`config.mk`:
```
export PLATFORM = sky130hd
export DESIGN_NAME = freq_div_ctrl
export DESIGN_NICKNAME = d
export VERILOG_FILES = /design/src/rtl/freq_div_ctrl.sv
export SDC_FILE = /design/constraint.sdc
export NUM_CORES = 1
export LEC_CHECK = 0
export ABC_AREA = 1
export BUFFER_PORTS_ARGS = -buffer_cell sky130_fd_sc_hd__buf_2
export CAP_MARGIN = 20
export CELL_PAD_IN_SITES_DETAIL_PLACEMENT = 0
export CELL_PAD_IN_SITES_GLOBAL_PLACEMENT = 1
export CORE_MARGIN = 1.5
export CORE_UTILIZATION = 40
export CTS_CLUSTER_SIZE = 25
export DETAILED_ROUTE_END_ITERATION = 16
export GPL_TIMING_DRIVEN = 0
export HOLD_SLACK_MARGIN = 0.02
export MAX_ROUTING_LAYER = met4
export PLACE_DENSITY = 0.81
export SETUP_SLACK_MARGIN = 0.3
export SYNTH_ARGS = -nofsm -noshare
export SYNTH_HDL_FRONTEND = slang
export SYNTH_SLANG_ARGS = --single-unit
```
`constraint.sdc`:
```
create_clock -name iCLK -period 1.85 [get_ports iCLK]
set_input_delay 0.2775 -clock iCLK [delete_from_list [all_inputs] [get_ports iCLK]]
set_output_delay 0.2775 -clock iCLK [all_outputs]
set_load 0.02 [all_outputs]
```
`src/rtl/freq_div_ctrl.sv`:
```
// Programmable square-wave divider: first oSIG rise H cycles after an accepted start, then a toggle every H cycles.
// Config backpressure: oCFG_READY drops while a select change waits for the next toggle edge.
module freq_div_ctrl #(
  parameter int BASE_DIV = 6_250_000,
  parameter int CNT_W    = 26
) (
  input  logic       iCLK,
  input  logic       iRST,
  input  logic       iSTART,
  input  logic       iSTOP,
  input  logic [7:0] iCOUNT,
  input  logic [1:0] iSEL,
  input  logic       iCFG_VALID,
  output logic       oCFG_READY,
  output logic       oSIG,
  output logic       oTICK,
  output logic       oRUN,
  output logic       oDONE
);

  typedef enum logic [1:0] {IDLE, RUN, STOPPING} state_t;

  state_t           state;
  logic [1:0]       selAct;
  logic [1:0]       selPend;
  logic             pend;
  logic [CNT_W-1:0] cnt;
  logic [7:0]       perCnt;
  logic [7:0]       perTgt;

  logic       cfgXfer;
  logic       toggleNow;
  logic       fallNow;
  logic       stopLow;
  logic       endRun;
  logic [7:0] perNext;
  logic [1:0] selNext;

  function automatic logic [CNT_W-1:0] halfM1(input logic [1:0] s);
    case (s)
      2'd0:    halfM1 = CNT_W'(BASE_DIV - 1);
      2'd1:    halfM1 = CNT_W'(2 * BASE_DIV - 1);
      2'd2:    halfM1 = CNT_W'(4 * BASE_DIV - 1);
      default: halfM1 = CNT_W'(BASE_DIV / 2 - 1);
    endcase
  endfunction

  assign oCFG_READY = !pend;
  assign oRUN       = (state != IDLE);

  always_comb begin
    cfgXfer   = iCFG_VALID && !pend;
    toggleNow = (state != IDLE) && (cnt == '0);
    fallNow   = toggleNow && oSIG;
    perNext   = perCnt + 8'd1;
    // A stop while low ends immediately, even if a rising toggle was due.
    stopLow   = (state == RUN) && iSTOP && !oSIG;
    endRun    = stopLow ||
                (fallNow && (((perTgt != 8'd0) && (perNext == perTgt)) ||
                             (state == STOPPING) || iSTOP));
    selNext   = pend ? selPend : selAct;
  end

  always_ff @(posedge iCLK) begin
    if (iRST) begin
      state   <= IDLE;
      selAct  <= 2'd0;
      selPend <= 2'd0;
      pend    <= 1'b0;
      cnt     <= '0;
      perCnt  <= 8'd0;
      perTgt  <= 8'd0;
      oSIG    <= 1'b0;
      oTICK   <= 1'b0;
      oDONE   <= 1'b0;
    end else begin
      oTICK <= 1'b0;
      oDONE <= 1'b0;
      if (state == IDLE) begin
        oSIG <= 1'b0;
        if (cfgXfer) selAct <= iSEL;
        // Start loads the pre-transfer select; a same-edge config shows up at the first toggle.
        if (iSTART && !iSTOP) begin
          state  <= RUN;
          cnt    <= halfM1(selAct);
          perCnt <= 8'd0;
          perTgt <= iCOUNT;
        end
      end else if (endRun) begin
        state  <= IDLE;
        oSIG   <= 1'b0;
        oTICK  <= fallNow;
        oDONE  <= 1'b1;
        cnt    <= '0;
        selAct <= cfgXfer ? iSEL : selNext;
        pend   <= 1'b0;
        if (fallNow) perCnt <= perNext;
      end else begin
        if (toggleNow) begin
          oSIG   <= !oSIG;
          oTICK  <= 1'b1;
          cnt    <= halfM1(selNext);
          selAct <= selNext;
          pend   <= 1'b0;
          if (fallNow) perCnt <= perNext;
        end else begin
          cnt <= cnt - CNT_W'(1);
        end
        if ((state == RUN) && iSTOP) state <= STOPPING;
        if (cfgXfer) begin
          selPend <= iSEL;
          pend    <= 1'b1;
        end
      end
    end
  end

endmodule
```
==> flow_summary_export.csv <==
group,metric,value,unit
run_status,status,"finished with violations",
run_status,violations,"negative setup slack",
placed_design,dp_worst_setup_slack,-0.417,ns
global_routing,grtUsageTotal,0.257,
die,rows,33,
timing,period_share,1.20,
power_and_ir_drop,vdd_ir_drop_max,0.375,mV
critical_path,crit_family,"simple AND/OR/NAND/NOR gates",
logic_synthesis,ys_ff_latch,52,
critical_path,crit_chain,"ha_4 -> nand2_4 -> nor2_4 -> nand2_1 -> nand3_1 -> nand2_1 -> nand2_1 -> nor2_1 -> nand3_1 -> nand2_1 -> nand2_2 -> nand2_4 -> nor2_8 -> clkbuf_16 -> nand3_2 -> a21oi_2",
timing,setup_viol,32,
cts,cts_tree,"yes",
cells_and_area,mostFrequentLayoutCell,"nand2_1",
timing,final.setup.worst_slack,-0.368,ns
die,die_area,9200,um2
critical_path,crit_path_max_incr_delay,0.39,ns
global_routing,grt_start_max_net_pins,17,
timing,slew-limit-headroom,0.503,
cts,cts_buffer_depth,2,
placed_design,dp_hpwl,7570,um
cells_and_area,area_delta_synth_final,36.0,%
die,start_util,0.416,
timing,drv_slew,0,
route,first_pass_iters,5,
route,drtIter0Drc,253,
timing,max_clock_freq,451,MHz
critical_path,path_class,"reg -> reg",
route,wire_per_inst,16.7,um
route,vias,3783,
critical_path,r2r_slack,-0.37,ns
critical_path,cp_slowest_cell,"dfxtp_4",
timing,layout_min_cycle_time,2.22,ns
logic_synthesis,synth_ff_type,"dfxtp_1",
critical_path,critPathRequiredTime,2.10,ns
critical_path,worstReg2RegEnd,"cnt[20]",
timing,rsz0062_at_grt,"true",
global_routing,grt_pass1_vias,3463,
hold_path,worstHoldPathType,"in -> reg",
critical_path,crit_arrival,2.47,ns
cts,cts_made_buffers,5,
timing,worst_pin_slew,0.746,ns
global_routing,grt_pass1_wl,17500,um
logic_synthesis,syn-mean-instance-area,6.65,um2
placed_design,gp_congestion,0.911,
cells_and_area,multi_input_comb_area,2500,um2
cts,clock-sinks,52,
cells_and_area,layout_common_cells,"nand2_1 (88), inv_1 (50), o21ai_0 (46)",
logic_synthesis,yosysWarnings,0,
power_and_ir_drop,power.density,764,nW/um2
cells_and_area,nNetsFinal,618,
die,die_width,95.9,um
route,drcViolationCount,0,
cells_and_area,n_antenna_cell,0,
placed_design,port_buffers,19,
cts,path_clk_slew,0.11,ns
logic_synthesis,syn_nets,550,
critical_path,rr_worst_depth,16,
power_and_ir_drop,power,0.00359,W
route,vias_per_cell,5.46,
hold_path,min_from,"iRST",
critical_path,path_buf_inv,1,
logic_synthesis,async_flop_share,0,
critical_path,r2r_start,"perCnt[1]",
hold_path,whs_path_depth,2,
cells_and_area,regArea,1080,um2
logic_synthesis,synth_edf_count,0,
route,routed_wl,11600,um
global_routing,antenna_found_initial,0,
job,max_cap_viol_count,0,
die,io_pins,20,
cells_and_area,fillers,762,
critical_path,crit_path_max_fanout,8,
timing,hold_viol_final,0,
cells_and_area,drive_above_1_share,0.352,
hold_path,min_to,"perCnt[3]",
cts,cts_htree_levels,2,
cts,cts-root-buf,"clkbuf_8",
global_routing,grt-ovfl-total,0,
logic_synthesis,synth_area,3450,um2
critical_path,crit_top_cell,"nand2_1",
critical_path,crit_path_end_kind,"flop",
route,ant_nets,0,
critical_path,start_kind,"flop",
timing,skew,0.0127,ns
cts,clk_latency,0.32,ns
die,die_h,95.9,um
die,core_area,8300,um2
cts,holdBufCountCts,0,
logic_synthesis,synthDistinctLibCells,35,
logic_synthesis,synth_seq_area_share,0.301,
critical_path,startpoint,"perCnt[1]",
logic_synthesis,syn_inst,519,
power_and_ir_drop,p_leak,1.96,nW
logic make-up (layout without fill, tap and decap cells):
group / after synthesis / in the layout / share of synthesized area
flip-flops: 52 / 52 / 0.301
XOR/XNOR: 16 / 16 / 0.0406
AO/OA/AOI/OAI: 120 / 120 / 0.187
buffers and inverters: 77 / 146 / 0.0917
adder cells (fa/ha/maj): 16 / 16 / 0.0580
AND/OR/NAND/NOR: 238 / 238 / 0.322
layer usage:
metal	up-vias	share of wire	GRT usage
li1	1843	-	-
met1	1771	0.46	0.352
met2	140	0.47	0.400
met3	29	0.058	0.0324
met4	0	0.021	0.0613
met5	-	0	-
layout make-up:
class                           instances  share of cell area
Multi-Input combinational cell        390               0.533
Sequential cell                        52               0.230
Timing Repair Buffer                   61               0.104
Inverter                               64              0.0543
Tap cell                              105              0.0280
Buffer                                 13              0.0250
Clock buffer                            6              0.0176
Clock inverter                          2             0.00826
report_power, final:
part           leakage [nW]  internal, W  total [W]  switching (W)
clock network        0.0614     0.000444   0.000872       0.000428
logic                  1.46     0.000541    0.00137       0.000831
registers             0.436      0.00122    0.00134       0.000120
sequential cells by signal, summed over array words and instances, names as in the netlist:
name,cells
cnt,26
oDONE,1
oSIG,1
oTICK,1
pend,1
perCnt,8
perTgt,8
selAct,2
selPend,2
state,2
Yosys cell counts (4+ instances only):
cell      count  area [um2]
nor2_2        8        50.1
xor2_1       13         114
a21oi_1      44         220
inv_1        61         229
a211oi_1      7        52.6
nor2_4        4        45.0
nand3_1      41         205
a31oi_1       8        50.1
nand4_1       4        25.0
nand2_2       4        25.0
nor3_1        5        25.0
o21ai_0      53         265
nor2_1       49         184
nand2_1     107         402
dfxtp_1      52        1040
ha_1         16         200
clkbuf_1      8        30.0
per-stage QoR:
stage / TNS (ns) / instance area (um2) / instances / utilization / hold WS (ns)
final: -9.39 / 4700 / 693 / 0.566 / 0.218
after global routing: -13.99 / 4700 / 693 / 0.566 / 0.213
after CTS: -6.49 / 4150 / 669 / 0.500 / 0.194
after detailed placement: -11.10 / 3730 / 643 / 0.449 / 0.456
after global placement: -10.28 / 3730 / 643 / 0.449 / 0.453
after floorplan: 0 / 3500 / 519 / - / 0.356
what timing repair did:
| action | 4_1_cts | 5_1_grt |
|---|---|---|
| resized for setup | 56 | 100 |
| cloned | 0 | 3 |
| pin swaps | 11 | 16 |
| setup endpoints to repair | 53 | 53 |
| buffers inserted | 18 | 21 |
how the worst max path moves through the flow:
stage | to | slack [ns] | depth (start not counted)
after floorplan | cnt[18] | 0.09 | 17
after global placement | cnt[20] | -0.41 | 9
after detailed placement | cnt[20] | -0.42 | 9
after CTS | cnt[18] | -0.25 | 17
after global routing | selAct[0] | -0.49 | 18
final | cnt[20] | -0.37 | 16
Power figures use the tool's default switching activity.
